[src/rtl/ook_frame_decoder.sv]
// Pulse-width OOK frame decoder: synchronises and deglitches the receiver envelope,
// measures filtered pulse widths and assembles FRAME_BITS-bit words (first bit in MSB).
//
// state | meaning
// IDLE  | measuring the low run, waiting for a full gap
// ARMED | gap seen, waiting for the first rising edge
// HIGH  | inside a carrier pulse, classified on its falling edge
// LOW   | between pulses, checked for too-short or too-long low
module ook_frame_decoder #(
  parameter int CHIP_CYCLES = 4800,
  parameter int FRAME_BITS  = 24,
  parameter int GAP_CHIPS   = 10,
  parameter int FILT_CYCLES = 16
) (
  input  logic                  ref_12mhz,
  input  logic                  rst,
  input  logic                  rf_in,
  output logic [FRAME_BITS-1:0] frame_data,
  output logic                  frame_valid,
  output logic                  frame_err,
  output logic                  busy
);

  localparam int WMAX    = 3 * CHIP_CYCLES;
  localparam int WW      = $clog2(WMAX + 1);
  localparam int GAP_CYC = GAP_CHIPS * CHIP_CYCLES;
  localparam int GW      = $clog2(GAP_CYC + 1);
  localparam int FW      = $clog2(FILT_CYCLES + 1);
  localparam int BW      = $clog2(FRAME_BITS + 1);

  localparam logic [WW-1:0] W_SAT   = WW'(WMAX);
  localparam logic [WW-1:0] W_MIN   = WW'(CHIP_CYCLES / 2);
  localparam logic [WW-1:0] W_SPLIT = WW'(3 * CHIP_CYCLES / 2);
  localparam logic [WW-1:0] W_MAX   = WW'(5 * CHIP_CYCLES / 2);
  localparam logic [GW-1:0] G_LAST  = GW'(GAP_CYC - 1);
  localparam logic [FW-1:0] F_LAST  = FW'(FILT_CYCLES - 1);
  localparam logic [BW-1:0] B_LAST  = BW'(FRAME_BITS - 1);

  typedef enum logic [1:0] {S_IDLE, S_ARMED, S_HIGH, S_LOW} state_t;

  state_t                state, state_nxt;
  logic                  sync1, sync2, filt, filt_d;
  logic [FW-1:0]         fcnt;
  logic [WW-1:0]         wcnt;
  logic [GW-1:0]         gcnt;
  logic [BW-1:0]         bcnt;
  logic [FRAME_BITS-1:0] sreg, sreg_nxt;
  logic                  rise, fall, bit_in;
  logic                  valid_nxt, err_nxt, arm_clr, shift_en;

  assign rise   = filt & ~filt_d;
  assign fall   = ~filt & filt_d;
  assign bit_in = (wcnt >= W_SPLIT);
  assign busy   = (state == S_HIGH) || (state == S_LOW);

  always_comb begin
    state_nxt   = state;
    valid_nxt   = 1'b0;
    err_nxt     = 1'b0;
    arm_clr     = 1'b0;
    shift_en    = 1'b0;
    sreg_nxt    = sreg << 1;
    sreg_nxt[0] = bit_in;
    case (state)
      S_IDLE: begin
        if (!filt && gcnt == G_LAST) state_nxt = S_ARMED;
      end
      S_ARMED: begin
        if (rise) begin
          arm_clr   = 1'b1;
          state_nxt = S_HIGH;
        end
      end
      S_HIGH: begin
        if (fall) begin
          if (wcnt < W_MIN || wcnt >= W_MAX) begin
            err_nxt   = 1'b1;
            state_nxt = S_IDLE;
          end else begin
            shift_en = 1'b1;
            if (bcnt == B_LAST) begin
              valid_nxt = 1'b1;
              state_nxt = S_IDLE;
            end else begin
              state_nxt = S_LOW;
            end
          end
        end
      end
      S_LOW: begin
        if (rise) begin
          if (wcnt < W_MIN) begin
            err_nxt   = 1'b1;
            state_nxt = S_IDLE;
          end else begin
            state_nxt = S_HIGH;
          end
        end else if (wcnt >= W_MAX) begin
          err_nxt   = 1'b1;
          state_nxt = S_IDLE;
        end
      end
      default: state_nxt = S_IDLE;
    endcase
  end

  always_ff @(posedge ref_12mhz) begin
    if (rst) begin
      state       <= S_IDLE;
      sync1       <= 1'b0;
      sync2       <= 1'b0;
      filt        <= 1'b0;
      filt_d      <= 1'b0;
      fcnt        <= '0;
      wcnt        <= '0;
      gcnt        <= '0;
      bcnt        <= '0;
      sreg        <= '0;
      frame_data  <= '0;
      frame_valid <= 1'b0;
      frame_err   <= 1'b0;
    end else begin
      sync1  <= rf_in;
      sync2  <= sync1;
      filt_d <= filt;
      if (sync2 != filt) begin
        if (fcnt == F_LAST) begin
          filt <= sync2;
          fcnt <= '0;
        end else begin
          fcnt <= fcnt + 1'b1;
        end
      end else begin
        fcnt <= '0;
      end
      if (rise || fall) wcnt <= WW'(1);
      else if (wcnt != W_SAT) wcnt <= wcnt + 1'b1;
      // gap counter only runs in IDLE, so every return to IDLE demands a fresh gap
      if (state != S_IDLE || filt) gcnt <= '0;
      else if (gcnt != G_LAST) gcnt <= gcnt + 1'b1;
      if (arm_clr) begin
        bcnt <= '0;
        sreg <= '0;
      end else if (shift_en) begin
        bcnt <= bcnt + 1'b1;
        sreg <= sreg_nxt;
      end
      if (valid_nxt) frame_data <= sreg_nxt;
      state       <= state_nxt;
      frame_valid <= valid_nxt;
      frame_err   <= err_nxt;
    end
  end

endmodule

[config.mk]
export PLATFORM = sky130hd
export DESIGN_NAME = ook_frame_decoder
export DESIGN_NICKNAME = d
export VERILOG_FILES = /design/src/rtl/ook_frame_decoder.sv
export SDC_FILE = /design/constraint.sdc
export NUM_CORES = 1
export LEC_CHECK = 0
export CAP_MARGIN = 25
export CORE_MARGIN = 2
export CORE_UTILIZATION = 55
export DETAILED_ROUTE_END_ITERATION = 16
export MAX_ROUTING_LAYER = met4
export PLACE_DENSITY = 0.85
export SLEW_MARGIN = 25
export SYNTH_ARGS = -nofsm -noshare
export SYNTH_HDL_FRONTEND = slang
export SYNTH_SLANG_ARGS = --single-unit
export TNS_END_PERCENT = 10
[constraint.sdc]
create_clock -name ref_12mhz -period 5.3 [get_ports ref_12mhz]
set_clock_uncertainty 0.15 [all_clocks]
set_input_delay 1.59 -clock ref_12mhz [delete_from_list [all_inputs] [get_ports ref_12mhz]]
set_output_delay 1.59 -clock ref_12mhz [all_outputs]
set_load 0.02 [all_outputs]
==> metrics.yaml, run 1 <==
synth_mux_area_share_pct: 12.30
yosys.area_share.xor_xnor_pct: 6.368
end_kind: "output port"
crit_path_max_fanout: 11
clkTransAtPathRegs_ns: 0.08
synth.distinct_cells: 50
ys_ff_latch: 95
crit_path_start_kind: "flop"
io_pins: 30
grt_pass1_wl_mm: 12.14
ys_warn_count: 0
synth-edff-count: 0
first_iter_violations: 120
cp.arrival_ns: 1.65
finalCriticalPeriod_ns: 3.395
status: "finished, final reports clean"
clockRootBuffer: "clkbuf_8"
grt_max_degree: 35
gp_congestion: 0.8442
synth_nets: 427
tns_ns: 0
yosys.area_share.simple_pct: 20.20
final_area_um2: 4493
holdPathStages: 1
htreeDepth: 3
wl_mm: 7.160
die-area_um2: 7950
drive_gt1_share_pct: 5.909
hold_viol_final: 0
placed_area_um2: 4263
p_leak_nw: 1.961
clock-sinks: 95
maxSlewViolCount: 0
synth_area_um2: 3989
cts_setup_buffers: 0
ant_nets: 0
max_slew_margin_pct: 53.29
antenna_cells: 0
ir_drop_mv: 0.1820
start_util_pct: 55.89
grt_overflow_total: 0
grt_setup_unrepaired: "no"
syn-instance-count: 416
grt_pass1_vias: 2727
cts_tree: "done"
cts_made_buffers: 9
yosysSeqAreaShare_pct: 47.68
insertion_delay_ns: 0.36
final_common_cell: "dfxtp_1"
critPathBufInv: 1
wl_per_cell_um: 13.28
hold_path.class: "reg -> reg"
post-dp-hpwl_mm: 4.786
cap_violations: 0
postCtsHoldBufs: 0
finalSetupViolations: 0
grt_use_total_pct: 20.15
die_h_um: 89.16
clockBufferDepth: 2
avgSynthCellArea_um2: 9.589
drc_errors: 0
core_um2: 7137
num_vias: 2892
timing.final.crit_share_pct: 64.06
syn2layout_area_growth_pct: 12.64
r2r_cells: 6
die_w_um: 89.16
num_rows: 31
timing.fmax_ghz: 0.2946
first_pass_iters: 4
cellPowerDensity_nw_per_um2: 281.8
critPathTopFamily: "buffers and inverters"
slowest_stage: "clkdlybuf4s50_1"
synth_fa_ha_area_share_pct: 2.509
synth_compound_area_share_pct: 5.740
power_mw: 1.266
synth_top_family_by_area: "simple AND/OR/NAND/NOR gates"
cts_resized: 0
slowest_delay_ns: 0.71
crit_chain: "clkdlybuf4s50_1"
port_buffers: 29
worst_pin_slew_ns: 0.6981
required_ns: 3.56
synth_top_flop_cell: "dfxtp_1"
critPathKind: "reg -> out"
viasPerCell: 5.365
critical_path_depth: 1
mostFrequentLayoutCells: "dfxtp_1, nor2_1, mux2i_1, clkdlybuf4s50_1"
grt_antenna_before_repair: 0
fin_nets: 446
ys_async_sr_fraction_pct: 0
[cell type report]
class,instances,area (um^2)
Timing Repair Buffer,32,312.8
Tap cell,99,123.9
Multi-Input combinational cell,286,1891
Clock buffer,11,141.4
Fill cell,601,2644
Sequential cell,95,1902
Inverter,11,41.29
Clock inverter,5,81.33
[metrics by stage]
stage | hold WS [ns] | utilization, % | instances | setup slack [ns]
6_report | 0.3120 | 62.96 | 539 | 1.905
5_1_grt | 0.3176 | 62.96 | 539 | 1.833
4_1_cts | 0.3077 | 62.85 | 539 | 1.942
3_5_place_dp | 0.2868 | 59.73 | 523 | 1.815
3_3_place_gp | 0.2794 | 59.73 | 523 | 1.867
2_1_floorplan | 0.2638 | - | 416 | 2.517
[flip-flops by register name, summed over array words and instances (netlist names)]
| register | flops |
|---|---|
| bcnt | 5 |
| filt | 1 |
| state | 2 |
| gcnt | 16 |
| fcnt | 5 |
| wcnt | 14 |
| sync1 | 1 |
| sync2 | 1 |
| sreg | 23 |
| frame_err | 1 |
| frame_data | 24 |
| filt_d | 1 |
| frame_valid | 1 |
[synth_stat cells, types with 11 or more instances]
| library cell | instances | area [um^2] |
|---|---|---|
| dfxtp_1 | 95 | 1902 |
| inv_1 | 11 | 41.29 |
| nand3_1 | 11 | 55.05 |
| xnor2_1 | 15 | 131.4 |
| a21oi_1 | 12 | 60.06 |
| nand2_1 | 15 | 56.30 |
| xor2_1 | 14 | 122.6 |
| mux2i_1 | 49 | 490.5 |
| nor2_1 | 87 | 326.6 |
[cell families after synthesis]
family / after synthesis
compound gates: 34
xor+xnor: 29
fa+ha+maj: 8
buf+inv: 35
flops: 95
mux: 49
simple gates: 166
[power by group]
| group | internal, mW | total, mW | switching (mW) |
|---|---|---|---|
| Clock | 0.279 | 0.517 | 0.238 |
| Combinational | 0.00872 | 0.0258 | 0.0171 |
| Sequential | 0.718 | 0.724 | 0.00580 |
[path summary, 6_finish.rpt]
| kind | startpoint | end | slack (ns) |
|---|---|---|---|
| max | state[1] | busy | 1.91 |
| min | fcnt[0] | fcnt[0] | 0.31 |
| max reg2reg | gcnt[0] | state[1] | 3.03 |
| min reg2reg | fcnt[0] | fcnt[0] | 0.31 |
[metal layers]
layer / part of all wire, % / vias to the layer above / wire, um / GRT usage (%)
met3: 4.6 / 14 / 327 / 6.279
met1: 46 / 1362 / 3265 / 23.97
met2: 48 / 58 / 3424 / 31.85
met4: 2.0 / 0 / 142 / 8.005
met5: 0 / - / 0 / -
li1: - / 1458 / - / -
No activity file was read; power rests on OpenSTA's default activity.
==> run 2: changes to the inputs <==
==> constraint.sdc (replaced) <==
create_clock -name ref_12mhz -period 3.3 [get_ports ref_12mhz]
set_clock_uncertainty 0.15 [all_clocks]
set_input_delay 0.99 -clock ref_12mhz [delete_from_list [all_inputs] [get_ports ref_12mhz]]
set_output_delay 0.99 -clock ref_12mhz [all_outputs]
set_load 0.02 [all_outputs]
==> run 2 against run 1 <==
Net effect: sequential power up 60%; largest power group unchanged; critical path depth unchanged; highest routed layer unchanged; critical endpoint unchanged; clock power up 36%; die area unchanged; critical path type unchanged.
==> metrics.yaml, run 2 (same netlist as run 1, synthesis figures left out) <==
ant_nets: 0  # unchanged
cap_violations: 0  # unchanged
final_area_um2: 4449  # was 4493 um^2
port_buffers: 29  # unchanged
first_pass_iters: 4  # unchanged
critPathKind: "reg -> out"  # unchanged
status: "finished, final reports clean"  # unchanged
grt_pass1_vias: 2849  # was 2727
die_h_um: 89.16  # unchanged
slowest_delay_ns: 0.72  # was 0.71 ns
grt_setup_unrepaired: "no"  # unchanged
grt_use_total_pct: 19.76  # was 20.15%
io_pins: 30  # unchanged
insertion_delay_ns: 0.36  # about the same
p_leak_nw: 1.932  # was 1.961 nW
fin_nets: 446  # unchanged
antenna_cells: 0  # unchanged
max_slew_margin_pct: 52.47  # was 53.29%
ir_drop_mv: 0.2644  # was 0.1820 mV
htreeDepth: 3  # unchanged
gp_congestion: 0.8868  # was 0.8442
clockBufferDepth: 2  # unchanged
hold_path.class: "reg -> reg"  # unchanged
start_util_pct: 55.89  # unchanged
wl_met2_mm: 3.333  # was 3.424 mm
final_common_cell: "dfxtp_1"  # unchanged
grt_max_degree: 31  # was 35
largestRegisters: "frame_data (24), sreg (23), gcnt (16)"  # unchanged
syn2layout_area_growth_pct: 11.54  # was 12.64%
hold_viol_final: 0  # unchanged
maxUsedRoutingLayer: "met4"  # unchanged
end_kind: "output port"  # unchanged
tns_ns: 0  # unchanged
drt-met1-wl_mm: 3.149  # was 3.265 mm
clkTransAtPathRegs_ns: 0.10  # was 0.08 ns
finalSetupViolations: 0  # unchanged
die_w_um: 89.16  # unchanged
wl_per_cell_um: 12.76  # was 13.28 um
timing.final.crit_share_pct: 84.07
mostFrequentLayoutCells: "dfxtp_1, nor2_1, mux2i_1, clkdlybuf4s50_1"  # unchanged
dr_wl_met3_um: 201  # was 327 um
grt_antenna_before_repair: 0  # unchanged
maxSlewViolCount: 0  # unchanged
final_util_pct: 62.34  # was 62.96%
crit_path_start_kind: "flop"  # unchanged
cellPowerDensity_nw_per_um2: 428.5  # was 281.8 nW/um^2
placed_area_um2: 4270  # was 4263 um^2
crit_chain: "clkdlybuf4s50_1"  # unchanged
first_iter_violations: 68  # was 120
grt_overflow_total: 0  # unchanged
slowest_stage: "clkdlybuf4s50_1"  # unchanged
post-dp-hpwl_mm: 4.709  # was 4.786 mm
critPathTopFamily: "buffers and inverters"  # unchanged
die-area_um2: 7950  # unchanged
clockRootBuffer: "clkbuf_8"  # unchanged
clock-sinks: 95  # unchanged
crit_path_max_fanout: 11  # unchanged
drive_gt1_share_pct: 5.909  # unchanged
core_um2: 7137  # unchanged
worst_pin_slew_ns: 0.7103  # was 0.6981 ns
power_mw: 1.907  # was 1.266 mW
cts_tree: "done"  # unchanged
finalCriticalPeriod_ns: 2.774
wl_mm: 6.875  # was 7.160 mm
critPathBufInv: 1  # unchanged
required_ns: 2.16  # was 3.56 ns
cts_resized: 0  # unchanged
timing.fmax_ghz: 0.3605
cts_setup_buffers: 0  # unchanged
grt_pass1_wl_mm: 12.04  # was 12.14 mm
viasPerCell: 5.341  # was 5.365
num_rows: 31  # unchanged
drc_errors: 0  # unchanged
largest_reg_flops: 24  # unchanged
cts_made_buffers: 9  # unchanged
cp.arrival_ns: 1.63  # was 1.65 ns
regMostFlops: "frame_data"  # unchanged
num_vias: 2879  # was 2892
postCtsHoldBufs: 0  # unchanged
[run 2: cell types whose count changed in the layout (fill, tap and decap cells not counted), sizes merged]
cell,change
clkinv,-2
inv,+3
clkinvlp,+2
clkbuf,-1
bufinv,-2
[run 2: where the power goes]
part	internal [mW]	total (mW)	switching, mW
registers	1.15	1.16	0.00865
logic	0.0137	0.0404	0.0267
clock network	0.285	0.704	0.419
total	1.45	1.91	0.455
[run 2: path summary, 6_finish.rpt]
check                           depth (start not counted)  slack [ns]  startpoint  endpoint
worst min register to register                          1        0.30     fcnt[0]   fcnt[0]
worst max register to register                          6        1.03     gcnt[0]  state[1]
worst min-delay path                                    1        0.30     fcnt[0]   fcnt[0]
worst max-delay path                                    1        0.53    state[1]      busy
[run 2: area by class of cell]
class	instances	area, um^2
clock inverters	6	51.30
flip-flops and latches	95	1902
fillers	591	2688
multi-input cells	286	1891
inverters	11	41.29
clock buffers	10	127.6
repair buffers	32	312.8
well taps	99	123.9
[run 2: metrics by stage]
step           instances  setup WS [ns]  hold slack [ns]
2_1_floorplan        416          1.117           0.2638
3_3_place_gp         523         0.6241           0.2788
3_5_place_dp         523         0.5657           0.2902
4_1_cts              539         0.5137           0.3119
5_1_grt              539         0.4682           0.3246
6_report             539         0.5258           0.3047
[run 2: per-layer routing]
metal | up-vias | global-route usage [%]
met3 | 15 | 4.063
li1 | 1457 | -
met5 | - | -
met4 | 0 | 9.634
met2 | 39 | 33.00
met1 | 1368 | 22.54
==> run 3: changes to the inputs <==
==> constraint.sdc (replaced) <==
create_clock -name ref_12mhz -period 2.61 [get_ports ref_12mhz]
set_clock_uncertainty 0.15 [all_clocks]
set_input_delay 0.783 -clock ref_12mhz [delete_from_list [all_inputs] [get_ports ref_12mhz]]
set_output_delay 0.783 -clock ref_12mhz [all_outputs]
set_load 0.02 [all_outputs]
==> run 3 against run 2 <==
Net effect: first-iteration DRC count up 93%; global-route usage about the same; sequential power up 27%; clock power up 38%; hold slack worse by 0.0023 ns; setup slack worse by 0.21 ns.
==> metrics.yaml, run 3 (same netlist as run 1, synthesis figures left out) <==
status: "finished, final reports clean"  # unchanged
grt_pass1_vias: 2757  # was 2849
grt_max_degree: 34  # was 31
post-dp-hpwl_mm: 4.733  # was 4.709 mm
cts_tree: "done"  # unchanged
grt_use_total_pct: 19.80  # was 19.76%
first_pass_iters: 5  # was 4
ir_drop_mv: 0.5207  # was 0.2644 mV
viasPerCell: 5.406  # was 5.341
r2r_end: "state[1]"  # unchanged
timing.fmax_ghz: 0.4359
critPathTopFamily: "buffers and inverters"  # unchanged
htreeDepth: 3  # unchanged
drive_gt1_share_pct: 6.349  # was 5.909%
critPathBufInv: 1  # unchanged
gp_congestion: 0.8367  # was 0.8868
slowest_stage: "clkdlybuf4s50_1"  # unchanged
final_common_cell: "dfxtp_1"  # unchanged
largest_reg_flops: 24  # unchanged
cts_setup_buffers: 0  # unchanged
p_leak_nw: 1.988  # was 1.932 nW
start_util_pct: 55.89  # unchanged
holdPathStages: 1  # unchanged
cap_violations: 0  # unchanged
drt-met1-wl_mm: 3.269  # was 3.149 mm
crit_chain: "clkdlybuf4s50_1"  # unchanged
required_ns: 1.68  # was 2.16 ns
port_buffers: 29  # unchanged
drc_errors: 0  # unchanged
max_slew_margin_pct: 67.05  # was 52.47%
r2r-start: "gcnt[0]"  # unchanged
hold_viol_final: 0  # unchanged
dr_wl_met3_um: 289  # was 201 um
timing.final.crit_share_pct: 87.90
cts_resized: 0  # unchanged
finalCriticalPeriod_ns: 2.294
cellPowerDensity_nw_per_um2: 553.6  # was 428.5 nW/um^2
tns_ns: 0  # unchanged
cp.arrival_ns: 1.36  # was 1.63 ns
hold_path.class: "reg -> reg"  # unchanged
ant_nets: 0  # unchanged
fillers: 577  # was 591
die_w_um: 89.16  # unchanged
core_um2: 7137  # unchanged
regMostFlops: "frame_data"  # unchanged
hold_end: "fcnt[0]"  # unchanged
critPathKind: "reg -> out"  # unchanged
power_mw: 2.499  # was 1.907 mW
r2r_cells: 6  # unchanged
slowest_delay_ns: 0.63  # was 0.72 ns
clockRootBuffer: "clkbuf_8"  # unchanged
insertion_delay_ns: 0.36  # about the same
die_h_um: 89.16  # unchanged
reg2reg_slack_ns: 0.35  # was 1.03 ns
grt_antenna_before_repair: 0  # unchanged
min_from: "fcnt[0]"  # unchanged
num_vias: 2919  # was 2879
finalSetupViolations: 0  # unchanged
io_pins: 30  # unchanged
grt_setup_unrepaired: "no"  # unchanged
syn2layout_area_growth_pct: 13.17  # was 11.54%
largestRegisters: "frame_data (24), sreg (23), gcnt (16)"  # unchanged
wl_met2_mm: 3.417  # was 3.333 mm
grt_overflow_total: 0  # unchanged
antenna_cells: 0  # unchanged
cts_made_buffers: 9  # unchanged
first_iter_violations: 131  # was 68
ff_latch_area_um2: 1902  # unchanged
clock-sinks: 95  # unchanged
clockBufferDepth: 2  # unchanged
multiInputGateArea_um2: 1883  # was 1891 um^2
maxSlewViolCount: 0  # unchanged
postCtsHoldBufs: 0  # unchanged
fin_nets: 447  # was 446
die-area_um2: 7950  # unchanged
maxUsedRoutingLayer: "met4"  # unchanged
wl_mm: 7.101  # was 6.875 mm
worst_pin_slew_ns: 0.4942  # was 0.7103 ns
crit_path_start_kind: "flop"  # unchanged
wl_per_cell_um: 13.15  # was 12.76 um
num_rows: 31  # unchanged
clkTransAtPathRegs_ns: 0.10  # about the same
mostFrequentLayoutCells: "dfxtp_1, nor2_1, mux2i_1, clkdlybuf4s50_1"  # unchanged
crit_path_max_fanout: 2  # was 11
end_kind: "output port"  # unchanged
grt_pass1_wl_mm: 11.91  # was 12.04 mm
-- run 3: how the worst max path moves through the flow --
stage	end	from	cells after the start	slack, ns
finish	frame_data[23]	frame_data[23]	1	0.32
global route	state[1]	gcnt[0]	6	0.20
CTS	busy	state[1]	1	0.07
detailed placement	gcnt[7]	rst	3	0.12
global placement	gcnt[7]	rst	3	0.17
floorplan	state[1]	gcnt[0]	7	0.58
-- run 3: routing by layer --
| layer | vias to the layer above | track usage, % |
|---|---|---|
| li1 | 1458 | - |
| met1 | 1380 | 22.78 |
| met2 | 67 | 32.66 |
| met3 | 14 | 5.910 |
| met4 | 0 | 7.327 |
| met5 | - | - |
-- run 3: layout make-up --
cell class	instances	area share, %
sequential	95	42.13
multi-input combinational	286	41.71
timing repair buffer	33	7.982
clock buffer	9	2.744
tap	99	2.744
clock inverter	7	1.774
inverter	11	0.9146
-- run 3: power breakdown --
group,total (mW),internal (mW),switching (mW)
sequential,1.47,1.46,0.0113
combinational,0.0545,0.0201,0.0344
clock,0.975,0.452,0.523
total,2.50,1.93,0.568
-- run 3: metrics by stage --
stage / std cells / util, % / instance area [um^2] / hold slack [ns] / setup WS (ns)
after floorplan: 416 / - / 3989 / 0.2638 / 0.5757
after global placement: 524 / 60.36 / 4308 / 0.2802 / 0.1667
after detailed placement: 524 / 60.36 / 4308 / 0.2901 / 0.1209
after CTS: 540 / 63.22 / 4512 / 0.3064 / 0.07256
after global routing: 540 / 63.25 / 4514 / 0.3338 / 0.2016
final: 540 / 63.25 / 4514 / 0.3024 / 0.3157
